**src/rtl/alu_operand_entry.sv**
```systemverilog
// alu_operand_entry: push-button operand sequencer for the ALU/display datapath.
// Two bouncy buttons are synchronized and debounced. Each accepted "next" press
// captures the shared switch bank into A, then B, then op. A "clear" press
// empties all fields. Opcodes above 4'b1100 are refused and flagged.

// AluOperandDebounce: 2-flop synchronizer, level debouncer and press-edge detector
module AluOperandDebounce #(
    parameter int DEBOUNCE_CYCLES = 500000,
    parameter int CNT_W           = 20
) (
    input  logic clock,
    input  logic rst,
    input  logic btn_i,
    output logic press_o
);

    logic             sync1_q;
    logic             sync2_q;
    logic             stable_q;
    logic             stable_d;
    logic             prevStable_q;
    logic [CNT_W-1:0] cnt_q;
    logic [CNT_W-1:0] cnt_d;

    // The counter runs only while the synced level disagrees with the accepted
    // level. Any return to agreement, however brief, restarts the count.
    always_comb begin
        stable_d = stable_q;
        cnt_d    = '0;
        if (sync2_q != stable_q) begin
            if (cnt_q == CNT_W'(DEBOUNCE_CYCLES - 1)) begin
                stable_d = sync2_q;
                cnt_d    = '0;
            end else begin
                cnt_d = cnt_q + CNT_W'(1);
            end
        end
    end

    // Synchronizer, debounce state and previous accepted level for edge detection
    always_ff @(posedge clock or negedge rst) begin
        if (!rst) begin
            sync1_q      <= 1'b0;
            sync2_q      <= 1'b0;
            stable_q     <= 1'b0;
            prevStable_q <= 1'b0;
            cnt_q        <= '0;
        end else begin
            sync1_q      <= btn_i;
            sync2_q      <= sync1_q;
            stable_q     <= stable_d;
            prevStable_q <= stable_q;
            cnt_q        <= cnt_d;
        end
    end

    // A press is the single cycle in which the accepted level has just risen.
    // Releases and long holds produce nothing further.
    assign press_o = stable_q & ~prevStable_q;

endmodule

// alu_operand_entry: top-level entry sequencer
module alu_operand_entry #(
    parameter int DEBOUNCE_CYCLES = 500000,
    parameter int CNT_W           = 20
) (
    input  logic       clock,
    input  logic       rst,
    input  logic [3:0] sw,
    input  logic       btn_next,
    input  logic       btn_clear,
    output logic [3:0] A,
    output logic [3:0] B,
    output logic [3:0] op,
    output logic [1:0] stage,
    output logic       valid,
    output logic       start,
    output logic       op_err
);

    // Highest opcode the ALU implements
    localparam logic [3:0] OP_MAX = 4'b1100;

    typedef enum logic [1:0] {
        S_A   = 2'd0,
        S_B   = 2'd1,
        S_OP  = 2'd2,
        S_RUN = 2'd3
    } state_t;

    state_t     state_q;
    logic [3:0] a_q;
    logic [3:0] b_q;
    logic [3:0] op_q;
    logic       valid_q;
    logic       start_q;
    logic       opErr_q;
    logic       nextEvt;
    logic       clearEvt;

    AluOperandDebounce #(
        .DEBOUNCE_CYCLES(DEBOUNCE_CYCLES),
        .CNT_W          (CNT_W)
    ) u_nextDebounce (
        .clock  (clock),
        .rst    (rst),
        .btn_i  (btn_next),
        .press_o(nextEvt)
    );

    AluOperandDebounce #(
        .DEBOUNCE_CYCLES(DEBOUNCE_CYCLES),
        .CNT_W          (CNT_W)
    ) u_clearDebounce (
        .clock  (clock),
        .rst    (rst),
        .btn_i  (btn_clear),
        .press_o(clearEvt)
    );

    // Entry sequencer: clear overrides everything, including a next press in the
    // same cycle (that press is dropped). start is asserted only on the step
    // from S_OP into S_RUN and falls back on the following cycle.
    always_ff @(posedge clock or negedge rst) begin
        if (!rst) begin
            state_q <= S_A;
            a_q     <= 4'd0;
            b_q     <= 4'd0;
            op_q    <= 4'd0;
            valid_q <= 1'b0;
            start_q <= 1'b0;
            opErr_q <= 1'b0;
        end else begin
            start_q <= 1'b0;
            if (clearEvt) begin
                state_q <= S_A;
                a_q     <= 4'd0;
                b_q     <= 4'd0;
                op_q    <= 4'd0;
                valid_q <= 1'b0;
                opErr_q <= 1'b0;
            end else if (nextEvt) begin
                case (state_q)
                    S_A: begin
                        a_q     <= sw;
                        state_q <= S_B;
                    end
                    S_B: begin
                        b_q     <= sw;
                        state_q <= S_OP;
                    end
                    S_OP: begin
                        if (sw <= OP_MAX) begin
                            op_q    <= sw;
                            opErr_q <= 1'b0;
                            valid_q <= 1'b1;
                            start_q <= 1'b1;
                            state_q <= S_RUN;
                        end else begin
                            opErr_q <= 1'b1;
                        end
                    end
                    S_RUN: begin
                        a_q     <= sw;
                        valid_q <= 1'b0;
                        opErr_q <= 1'b0;
                        state_q <= S_B;
                    end
                    default: begin
                        state_q <= S_A;
                    end
                endcase
            end
        end
    end

    assign A      = a_q;
    assign B      = b_q;
    assign op     = op_q;
    assign stage  = state_q;
    assign valid  = valid_q;
    assign start  = start_q;
    assign op_err = opErr_q;

endmodule

```
**config.mk**
```make
export PLATFORM = sky130hd
export DESIGN_NAME = alu_operand_entry
export DESIGN_NICKNAME = d
export VERILOG_FILES = /design/src/rtl/alu_operand_entry.sv
export SDC_FILE = /design/constraint.sdc
export NUM_CORES = 1
export LEC_CHECK = 0
export BUFFER_PORTS_ARGS = -buffer_cell sky130_fd_sc_hd__buf_4
export CAP_MARGIN = 20
export CORE_MARGIN = 5
export CORE_UTILIZATION = 50
export CTS_CLUSTER_DIAMETER = 60
export DETAILED_ROUTE_END_ITERATION = 10
export PLACE_DENSITY = 0.69
export SLEW_MARGIN = 20
export SYNTH_ARGS = -nofsm -noshare
export SYNTH_HDL_FRONTEND = slang
export SYNTH_SLANG_ARGS = --single-unit
export TNS_END_PERCENT = 100
```
**constraint.sdc**
```tcl
create_clock -name clock -period 4.85 [get_ports clock]
set_input_delay 0.97 -clock clock [delete_from_list [all_inputs] [get_ports clock]]
set_output_delay 0.97 -clock clock [all_outputs]
set_load 0.02 [all_outputs]
```
Word-level counts from Yosys, hierarchy flattened
Index checks and enable logic that the tools add are counted.
- register bits: 65
- bits in latches: 0
- memory bits (writable): 0
- bits in read-only memories: 0
- input bits: 8
- output and inout bits: 17
- logic and storage cells: 78
- memories: 0
- add/sub/neg operators: 2
- $mul: 0
- div/mod/pow operators: 0
- order comparisons: 1
- eq/ne operators: 8
- shift operators: 0
- multiplexer cells: 30
- bitwise gates (word level): 4
- reductions and logical operators: 16
- operators with widths (cell ; count):
    $mux W20 ; 4
    $add A20 B1 Y20 const B ; 2
    $eq A20 B19 Y1 const B ; 2
    $mux W4 ; 10
    $reduce_and A2 Y1 ; 6
    $mux W1 ; 10
    $reduce_bool A2 Y1 ; 5
    $mux W2 ; 3
    $pmux W2 S3 ; 1
    $reduce_and A3 Y1 ; 2
    $eq A2 B2 Y1 const B ; 2
    $le A4 B4 Y1 const B ; 1
    $pmux W1 S2 ; 2
    $ne A3 B3 Y1 const B ; 1
    $reduce_bool A3 Y1 ; 1
    $and A1 B1 Y1 ; 2
    $eq A2 B1 Y1 const B ; 1
    $logic_not A2 Y1 ; 1
    $ne A1 B1 Y1 ; 2
    $not A1 Y1 ; 2
    $reduce_or A2 Y1 ; 1

Depth between registers and ports, before layout
Gate-level depths: netlist of run 1.
- depth after elaboration: 5
- depth in mapped cells: 6
- depth with buffers taken out: 6

Cells and area by module
A second synthesis of run 1 with hierarchy kept.
- cell total of the unflattened synthesis: 308
- area, all modules: 3155.5 um2
- by module, submodules not included (module ; times used ; cells an instance ; area an instance (um2) ; sequential area each (um2)):
    AluOperandDebounce ; 2 ; 112 ; 1172.4 ; 600.6
    alu_operand_entry ; 1 ; 84 ; 810.8 ; 425.4

Worst setup path before layout of run 1
Ideal clock, no wire load.
- path type: register to register
- start: register u_nextDebounce.cnt_q[14]
- end: register u_nextDebounce.stable_q
- library setup time: 0.128 ns
- data arrival time: 1.892 ns
- setup slack: 2.830 ns
- cell stages (with the launch flop): 5
- buffers on the path: 0
- period minus slack after synthesis: 2.020 ns
- cells stage by stage: dfrtp_1 or4_1 or4_4 nor2_1 mux2_1
- longest elaborated chain between the ends: 2
- ends and longest elaborated chain (what ; line ; source):
    start, declared ; 22 ; logic [CNT_W-1:0] cnt_q;
    start signal, assigned ; 53 ; cnt_q <= cnt_d;
    $eq A20 B19 Y1 ; 31 ; if (cnt_q == CNT_W'(DEBOUNCE_CYCLES - 1)) begin
    $reduce_and A2 Y1 (no line) ; -- ;
    end signal, assigned ; 51 ; stable_q <= stable_d;
    end, declared ; 19 ; logic stable_q;
No other way between the ends.
A chain may end at the register's enable or synchronous reset.

Worst setup path in the final report of run 1
Same ends and word-level chain as after synthesis.

==> metrics.cfg, run 1 <==
[status]
status = finished, final reports clean

[critical_path]
critPathLaunchType = register
cp_cell_sequence = or4_1 -> or4_4 -> nor2_1 -> mux2_1
end_kind = register
path_max_fanout = 4
cpMaxStageDelayCell = or4_4
crit_family = simple AND/OR/NAND/NOR gates
max_stage_delay_ps = 550
path_buf_inv = 0
required_ps = 5070
critical_path_class = reg -> reg
crit_arrival_ps = 2410

[floorplanning]
core_mm2 = 0.005921
die_h_um = 88.03
num_rows = 28
die_x_um = 88.03
initial_core_util = 0.5142
die_area_mm2 = 0.007748
ioPinCount = 25

[clock_network]
tritoncts = done
cts_max_level = 3
cts_hold_buf = 0
clk_transition_reported_paths_ps = 80
post_cts_buffers = 0
numCtsBuffers = 9
clk_latency_ps = 330
clockBufferDepth = 2
cts-root-buf = clkbuf_8
cts_resized = 0
cts_num_sinks = 65

[synth]
synth-seq-cells = 65
synth_area_leaders = dfrtp_1, xnor2_1, nor2_1, nand3_1, a21oi_1
synth_compound_gate_area_share = 0.06864
synth_top_area_frac = 0.5343
synth_top_family_by_area = simple AND/OR/NAND/NOR gates
ys.flop_type = dfrtp_1
synth-adder-area-share = 0.02055
synth_warnings = 0
syn-instance-count = 299
syn_nets = 312
yosysSeqAreaShare = 0.5343
synth.cell_area_mm2 = 0.003044
yosys.area.top_type = dfrtp_1
async_reset_ff_frac = 1.000
synth_edf_count = 0
synth_xor_area_frac = 0.08631
synthesis.area_per_instance_um2 = 10.18
ys_types = 42
synth_mux_area_frac = 0.02713
yosys.area_share.simple = 0.2335

[pwr]
internal-power_mw = 0.8470
power.net_switching_mw = 0.2354
ir_drop_v = 0.0001696
seq_power_share = 0.511
p_leak_nw = 1.498
power_mw = 1.082
power_frac_clock = 0.459
switching_share = 0.2175
p_per_area_mw_per_mm2 = 308.1
comb_power_share = 0.030

[place]
io_buffer_count = 24
placed_cell_area_mm2 = 0.003292
pre_cts_ws_ps = 2524
place_congestion = 0.8049
hpwl_um = 3876

[timing]
finalClockSkew_ps = 9.883
hold_viol_final = 0
slew_viol_final = 0
setup_viol = 0
min_period_ps = 2188
tightest_slew_ps = 842.7
rsz0062_at_grt = no
period_share = 0.4512
fmax_mhz = 457.0
setup_tns_ps = 0
fin_hold_ws_ps = 354.7
fin_ws_ps = 2662
maxSlewHeadroom = 0.4370

[routing]
drc = 0
wirelength_um = 5655
vias = 2185
ant_nets = 0
drtIter0Drc = 119
via_per_inst = 5.355
wl_per_cell_um = 13.86
first_pass_iters = 4

[cells_and_area]
antenna_cells = 0
syn_to_final_growth_pct = 15.41
drive_gt1_frac = 0.1441
fin_area_mm2 = 0.003513
final_nets = 341

[global_routing]
grt_usage = 0.1647
grt_pass1_wl_um = 9949
antenna_found_initial = 0
grt_max_degree = 66
grt_remaining_overflow = 0
grt_pass1_vias = 2081

[job]
maxCapViolations = 0

[hold_path]
hp-class = reg -> reg

[routing by layer]
metal  routed length (µm)  GRT usage  part of all wire
met5                    0          0                 0
met2                 2508     0.2370              0.44
met3                  241    0.03575             0.043
met1                 2852     0.2386              0.50
met4                   53    0.07418            0.0094
[power groups by stage]
stage / sequential, mW / clock [mW] / combinational, mW
6_report: 0.553 / 0.497 / 0.0321
2_1_floorplan: 0.562 / 0 / 0.0151
5_1_grt: 0.554 / 0.535 / 0.0377
3_3_place_gp: 0.563 / 0 / 0.0322
3_5_place_dp: 0.564 / 0 / 0.0338
4_1_cts: 0.553 / 0.509 / 0.0335
[cells in the mapped netlist, drive strengths merged, types with 3 or more instances]
cell / number
xnor2: 23
nor2: 46
nor3: 7
nand3: 23
mux2i: 6
o31ai: 6
a21oi: 17
buf: 3
nor4b: 3
nor2b: 3
clkbuf: 4
dfrtp: 65
xor2: 7
or4: 8
nor4: 8
inv: 14
nand2: 17
nand4: 12
ha: 5
[flip-flops by register name, summed over array words and instances (netlist names)]
| register | cells |
|---|---|
| u_clearDebounce.cnt_q | 20 |
| u_nextDebounce.cnt_q | 20 |
| A | 4 |
| B | 4 |
| op | 4 |
| stage | 2 |
| op_err | 1 |
| start | 1 |
| u_clearDebounce.prevStable_q | 1 |
| u_clearDebounce.stable_q | 1 |
| u_clearDebounce.sync1_q | 1 |
| u_clearDebounce.sync2_q | 1 |
| u_nextDebounce.prevStable_q | 1 |
| u_nextDebounce.stable_q | 1 |
| u_nextDebounce.sync1_q | 1 |
| u_nextDebounce.sync2_q | 1 |
| valid | 1 |
[cells by family (layout without fill, tap and decap cells)]
| kind of cell | Yosys count | count (layout) |
|---|---|---|
| and+or+nand+nor | 138 | 138 |
| adders and majority gates | 5 | 5 |
| muxes | 8 | 8 |
| buffers and inverters | 21 | 55 |
| AOI/OAI and AO/OA | 32 | 32 |
| DFF | 65 | 65 |
| xor gates and xnor gates | 30 | 30 |
[through the flow]
stage / utilization / std cells
global placement: 0.5541 / 391
global route: 0.5934 / 408
detailed placement: 0.5560 / 392
finish: 0.5934 / 408
floorplan: - / 299
CTS: 0.5930 / 408
[path summary, 6_finish.rpt]
check	start	end	slack, ps	depth (start not counted)
max in group asynchronous	rst	u_clearDebounce.cnt_q[2]	3600	1
min in group asynchronous	rst	op[1]	730	1
worst min register to register	u_clearDebounce.sync1_q	u_clearDebounce.sync2_q	350	0
worst max-delay path	u_nextDebounce.cnt_q[14]	u_nextDebounce.stable_q	2660	4
worst max register to register	u_nextDebounce.cnt_q[14]	u_nextDebounce.stable_q	2660	4
worst min-delay path	u_clearDebounce.sync1_q	u_clearDebounce.sync2_q	350	0
[cell usage in the layout (no fill, tap or decap), drive strengths merged, types with 9 or more instances in the layout]
| master | instances |
|---|---|
| xnor2 | 23 |
| inv | 14 |
| dfrtp | 65 |
| buf | 25 |
| a21oi | 17 |
| clkbuf | 9 |
| nor2 | 46 |
| nand4 | 12 |
| nand2 | 17 |
| nand3 | 23 |
[layout make-up]
| cell class | instances | area, µm² |
|---|---|---|
| flip-flops and latches | 65 | 1627 |
| clock inverters | 7 | 95.09 |
| multi-input cells | 213 | 1330 |
| well taps | 75 | 93.84 |
| clock buffers | 9 | 123.9 |
| fillers | 527 | 2407 |
| repair buffers | 25 | 191.4 |
| inverters | 14 | 52.55 |
No activity file was read; power rests on OpenSTA's default activity.
==> inputs of run 2 (changes only) <==
--- a/config.mk
+++ b/config.mk
@@ -11,7 +11,7 @@
 export CORE_UTILIZATION = 50
 export CTS_CLUSTER_DIAMETER = 60
 export DETAILED_ROUTE_END_ITERATION = 10
-export PLACE_DENSITY = 0.69
+export PLACE_DENSITY = 0.71
 export SLEW_MARGIN = 20
 export SYNTH_ARGS = -nofsm -noshare
 export SYNTH_HDL_FRONTEND = slang
==> constraint.sdc (replaced) <==
create_clock -name clock -period 1.79 [get_ports clock]
set_input_delay 0.358 -clock clock [delete_from_list [all_inputs] [get_ports clock]]
set_output_delay 0.358 -clock clock [all_outputs]
set_load 0.02 [all_outputs]
==> run 2 against run 1 <==
The run now ends with setup timing left. Power grew to 2.7 times the previous value. Sequential power grew to 2.7 times the previous value. Count of clock-buffer cells in the layout grew 2. Non-clock buffer count grew 39. Clock power grew to 2.5 times the previous value.
==> metrics.cfg, run 2 (synthesized netlist as in run 1, its figures left out) <==
[timing]
rsz0062_at_grt = yes
slew_viol_final = 0
maxSlewHeadroom = 0.7234
finalClockSkew_ps = 9.179
min_period_ps = 1999
fin_ws_ps = -209.3
setup_viol = 19
period_share = 1.117
tightest_slew_ps = 411.1
hold_viol_final = 0
fmax_mhz = 500.2

[status]
status = finished, violations left
violations = setup timing

[cells_and_area]
largestRegisters = u_clearDebounce.cnt_q: 20 flops, u_nextDebounce.cnt_q: 20 flops
final_cell_mix = dfrtp_1, buf_4, nor2_1
fin_area_mm2 = 0.003884
drive_gt1_frac = 0.2608
final_nets = 380
antenna_cells = 0
syn_to_final_growth_pct = 27.58
final_common_cell = dfrtp_1

[critical_path]
setup.worst_path.start = u_nextDebounce.cnt_q[6]
crit_arrival_ps = 2220
worst_r2r_endpoint = u_nextDebounce.stable_q
critical_path_class = reg -> reg
reg2reg_slack_ps = -210
crit_end = u_nextDebounce.stable_q
max_stage_delay_ps = 560
r2r_start = u_nextDebounce.cnt_q[6]
cp_cell_sequence = or4b_1 -> or4_4 -> nor2_4 -> mux2_4
crit_family = simple AND/OR/NAND/NOR gates
ff2ff_path_depth = 4
cp.depth = 4
required_ps = 2010
path_buf_inv = 0
path_max_fanout = 2
critPathLaunchType = register
cpMaxStageDelayCell = or4_4
end_kind = register

[place]
io_buffer_count = 24
placed_cell_area_mm2 = 0.003565
place_congestion = 0.8096
hpwl_um = 4351

[global_routing]
grt_remaining_overflow = 0
grt_pass1_wl_um = 11010
grt_usage = 0.1839
grt_max_degree = 40
grt_pass1_vias = 2392
antenna_found_initial = 0

[routing]
first_pass_iters = 4
wl_per_cell_um = 14.19
drtIter0Drc = 120
vias = 2395
ant_nets = 0
wirelength_um = 6345
via_per_inst = 5.358
drc = 0

[clock_network]
clk_transition_reported_paths_ps = 70
numCtsBuffers = 9
clk_latency_ps = 330
cts-root-buf = clkbuf_8
tritoncts = done
cts_max_level = 3
clockBufferDepth = 2
cts_num_sinks = 65

[job]
maxCapViolations = 0

[pwr]
p_per_area_mw_per_mm2 = 741.3
ir_drop_v = 0.0004627
p_leak_nw = 1.697
power_mw = 2.879

[floorplanning]
die_x_um = 88.03
ioPinCount = 25
die_area_mm2 = 0.007748
initial_core_util = 0.5142
num_rows = 28
die_h_um = 88.03
core_mm2 = 0.005921

[hold_path]
hp-class = in -> reg

## run 2: worst min-delay path by stage
stage / from / end / slack, ps / cells past startpoint
after floorplan: rst / A[0] / 60 / 0
after global placement: rst / start / 290 / 1
after detailed placement: rst / start / 300 / 1
after CTS: btn_next / u_nextDebounce.sync1_q / 110 / 1
after global routing: btn_next / u_nextDebounce.sync1_q / 100 / 1
final: btn_next / u_nextDebounce.sync1_q / 130 / 1
## run 2: metal layers
layer	GRT usage	vias to the layer above	wire, µm
li1	-	1187	-
met5	0	-	0
met4	0.09203	0	107
met2	0.2856	45	3027
met1	0.2452	1152	2987
met3	0.03763	11	222
## run 2: power breakdown
part	internal (mW)	switching, mW	leakage (nW)	total [mW]
clock	0.714	0.544	0.109	1.26
sequential	1.48	0.0145	0.842	1.50
combinational	0.0530	0.0695	0.746	0.123
total	2.25	0.628	1.70	2.88
## run 2: worst register-to-register path, cell delays in order (launching register included)
cell and delay [ps]:
dfrtp_1 370, or4b_1 510, or4_4 560, nor2_4 150
mux2_4 300
## run 2: cell type report
cell class | instances | area (µm²)
clock inverter | 5 | 53.80
multi-input combinational | 213 | 1394
sequential | 65 | 1627
fill | 476 | 2037
tap | 75 | 93.84
timing repair buffer | 64 | 511.7
inverter | 14 | 52.55
clock buffer | 11 | 151.4
## run 2: timing repair
item / CTS / global route
resized for setup: 5 / 8
hold buffers: 1 / 0
buffers inserted: 1 / 5
endpoints found under the hold margin: 26 / 0
pin swaps: 0 / 5
setup endpoints to repair: 18 / 34
## run 2: through the flow
step                  util  hold slack, ps  TNS [ps]  std cells  worst slack (ps)
floorplan                -           62.41     -2186        299            -198.1
global placement    0.6021           293.5     -2068        424            -173.9
detailed placement  0.6021           295.1     -2331        424            -197.8
CTS                 0.6424           110.3     -2820        442            -190.6
global route        0.6560           99.53     -3890        447            -251.8
finish              0.6560           129.6     -2702        447            -209.3
==> inputs of run 3 (changes only) <==
--- a/config.mk
+++ b/config.mk
@@ -7,6 +7,7 @@
 export LEC_CHECK = 0
 export BUFFER_PORTS_ARGS = -buffer_cell sky130_fd_sc_hd__buf_4
 export CAP_MARGIN = 20
+export CORE_ASPECT_RATIO = 0.8
 export CORE_MARGIN = 5
 export CORE_UTILIZATION = 50
 export CTS_CLUSTER_DIAMETER = 60
==> run 3 against run 2 <==
The run still ends with setup timing left. Wire length is 4.9% lower. Clock skew is 1.3 ps lower. Via count down 1.6%. Combinational power fell by 4%. Clock power fell by 12%. Critical path depth unchanged. Count of clock-buffer cells in the layout rose by 1. Fmax shrank 1.0%. Setup slack worse by 21 ps. Register-to-register slack got worse by 20 ps. Global-route usage shrank 0.92 points. Core utilization is 1.5 points lower. Critical endpoint unchanged. Largest cell class unchanged. Highest routed layer unchanged.
==> metrics.cfg, run 3 (synthesized netlist as in run 1, its figures left out) <==
[floorplanning]
core_mm2 = 0.005912
die_x_um = 97.24
initial_core_util = 0.5149
die_h_um = 79.79
num_rows = 25
ioPinCount = 25
die_area_mm2 = 0.007758

[timing]
fin_hold_ws_ps = 130.6
fin_ws_ps = -229.9
period_share = 1.128
fmax_mhz = 495.1
hold_viol_final = 0
setup_viol = 19
slew_viol_final = 0
min_period_ps = 2020
tightest_slew_ps = 434.4
setup_tns_ps = -3362
finalClockSkew_ps = 7.829
rsz0062_at_grt = yes
maxSlewHeadroom = 0.7083

[global_routing]
grt_pass1_wl_um = 10670
antenna_found_initial = 0
met3_usage = 0.06550
grt_max_degree = 42
grt_pass1_vias = 2348
grt_usage = 0.1747
grt_remaining_overflow = 0
use_met1 = 0.2247
grtUsageMet2 = 0.2658
busiest_layer = met2

[clock_network]
tritoncts = done
cts_max_level = 3
cts-root-buf = clkbuf_8
numCtsBuffers = 9
clk_transition_reported_paths_ps = 70
clockBufferDepth = 2
clk_latency_ps = 330
cts_num_sinks = 65

[status]
violations = setup timing
status = finished, violations left

[hold_path]
holdPathStages = 1
hp-class = in -> reg
hp-start = btn_clear
min_to = u_clearDebounce.sync1_q

[critical_path]
path_buf_inv = 0
required_ps = 2010
ff2ff_path_depth = 4
path_max_fanout = 2
setup.worst_path.start = u_nextDebounce.cnt_q[9]
crit_arrival_ps = 2240
end_kind = register
max_stage_delay_ps = 570
r2r_start = u_nextDebounce.cnt_q[9]
worst_r2r_endpoint = u_nextDebounce.stable_q
reg2reg_slack_ps = -230
cpMaxStageDelayCell = or4_4
critPathLaunchType = register
crit_family = simple AND/OR/NAND/NOR gates
cp_cell_sequence = or4b_1 -> or4_4 -> nor2_4 -> mux2_4
critical_path_class = reg -> reg

[pwr]
power_mw = 2.726
p_per_area_mw_per_mm2 = 719.8
comb_power_share = 0.043
power_frac_clock = 0.408
internal-power_mw = 2.134
p_leak_nw = 1.658
power.net_switching_mw = 0.5919
seq_power_share = 0.549
ir_drop_v = 0.0005419
switching_share = 0.2171

[place]
place_congestion = 0.7932
placed_cell_area_mm2 = 0.003565
io_buffer_count = 24
hpwl_um = 4398
pre_cts_ws_ps = -233.5

[cells_and_area]
fin_area_mm2 = 0.003787
final_cell_mix = dfrtp_1, buf_4, nor2_1
largestRegisters = u_clearDebounce.cnt_q: 20 flops, u_nextDebounce.cnt_q: 20 flops
antenna_cells = 0
syn_to_final_growth_pct = 24.41
final_common_cell = dfrtp_1
final_nets = 375
drive_gt1_frac = 0.2350

[routing]
wirelength_um = 6035
drc = 0
drtIter0Drc = 87
wl_per_cell_um = 13.50
ant_nets = 0
first_pass_iters = 4
via_per_inst = 5.271
vias = 2356

[job]
maxCapViolations = 0

## run 3: cell types whose count changed in the layout (fill, tap and decap cells not counted), sizes merged
cell,before,now
buf,63,58
clkinv,4,3
clkbuf,11,12
bufinv,1,0
## run 3: metrics by stage
step / instances / util
final: 447 / 0.6406
after global routing: 447 / 0.6406
after CTS: 445 / 0.6358
after detailed placement: 429 / 0.6030
after global placement: 429 / 0.6030
after floorplan: 299 / -
## run 3: worst max-delay path by stage
| stage | end | slack (ps) | cells after the start |
|---|---|---|---|
| after detailed placement | u_nextDebounce.stable_q | -230 | 4 |
| after floorplan | u_nextDebounce.stable_q | -200 | 4 |
| after global routing | u_nextDebounce.stable_q | -270 | 4 |
| after CTS | u_nextDebounce.stable_q | -200 | 4 |
| final | u_nextDebounce.stable_q | -230 | 4 |
| after global placement | u_nextDebounce.stable_q | -200 | 4 |
## run 3: what timing repair did
item	in CTS	in global routing
endpoints found under the setup margin	18	22
hold buffers	1	0
resized for setup	1	4
pin swaps	1	3
setup buffers	0	2
endpoints found under the hold margin	24	0
## run 3: area by class of cell
cell class                      instances  area [µm²]
Fill cell                             514        2125
Clock inverter                          3       15.01
Multi-Input combinational cell        213        1356
Tap cell                               81       101.3
Timing Repair Buffer                   59       470.5
Inverter                               14       52.55
Clock buffer                           12       165.2
Sequential cell                        65        1627
## run 3: metal layers
layer  routed length (µm)  vias up  share of wire
li1                     -     1180              -
met1                 2987     1118           0.49
met2                 2590       51           0.43
met3                  368        7          0.061
met4                   89        0          0.015
met5                    0        -              0
## run 3: power groups by stage
stage / Clock, mW / Sequential, mW / Combinational (mW)
after detailed placement: 0 / 1.52 / 0.119
after global placement: 0 / 1.52 / 0.116
after global routing: 1.24 / 1.50 / 0.137
after CTS: 1.16 / 1.50 / 0.121
after floorplan: 0 / 1.52 / 0.0415
final: 1.11 / 1.50 / 0.118
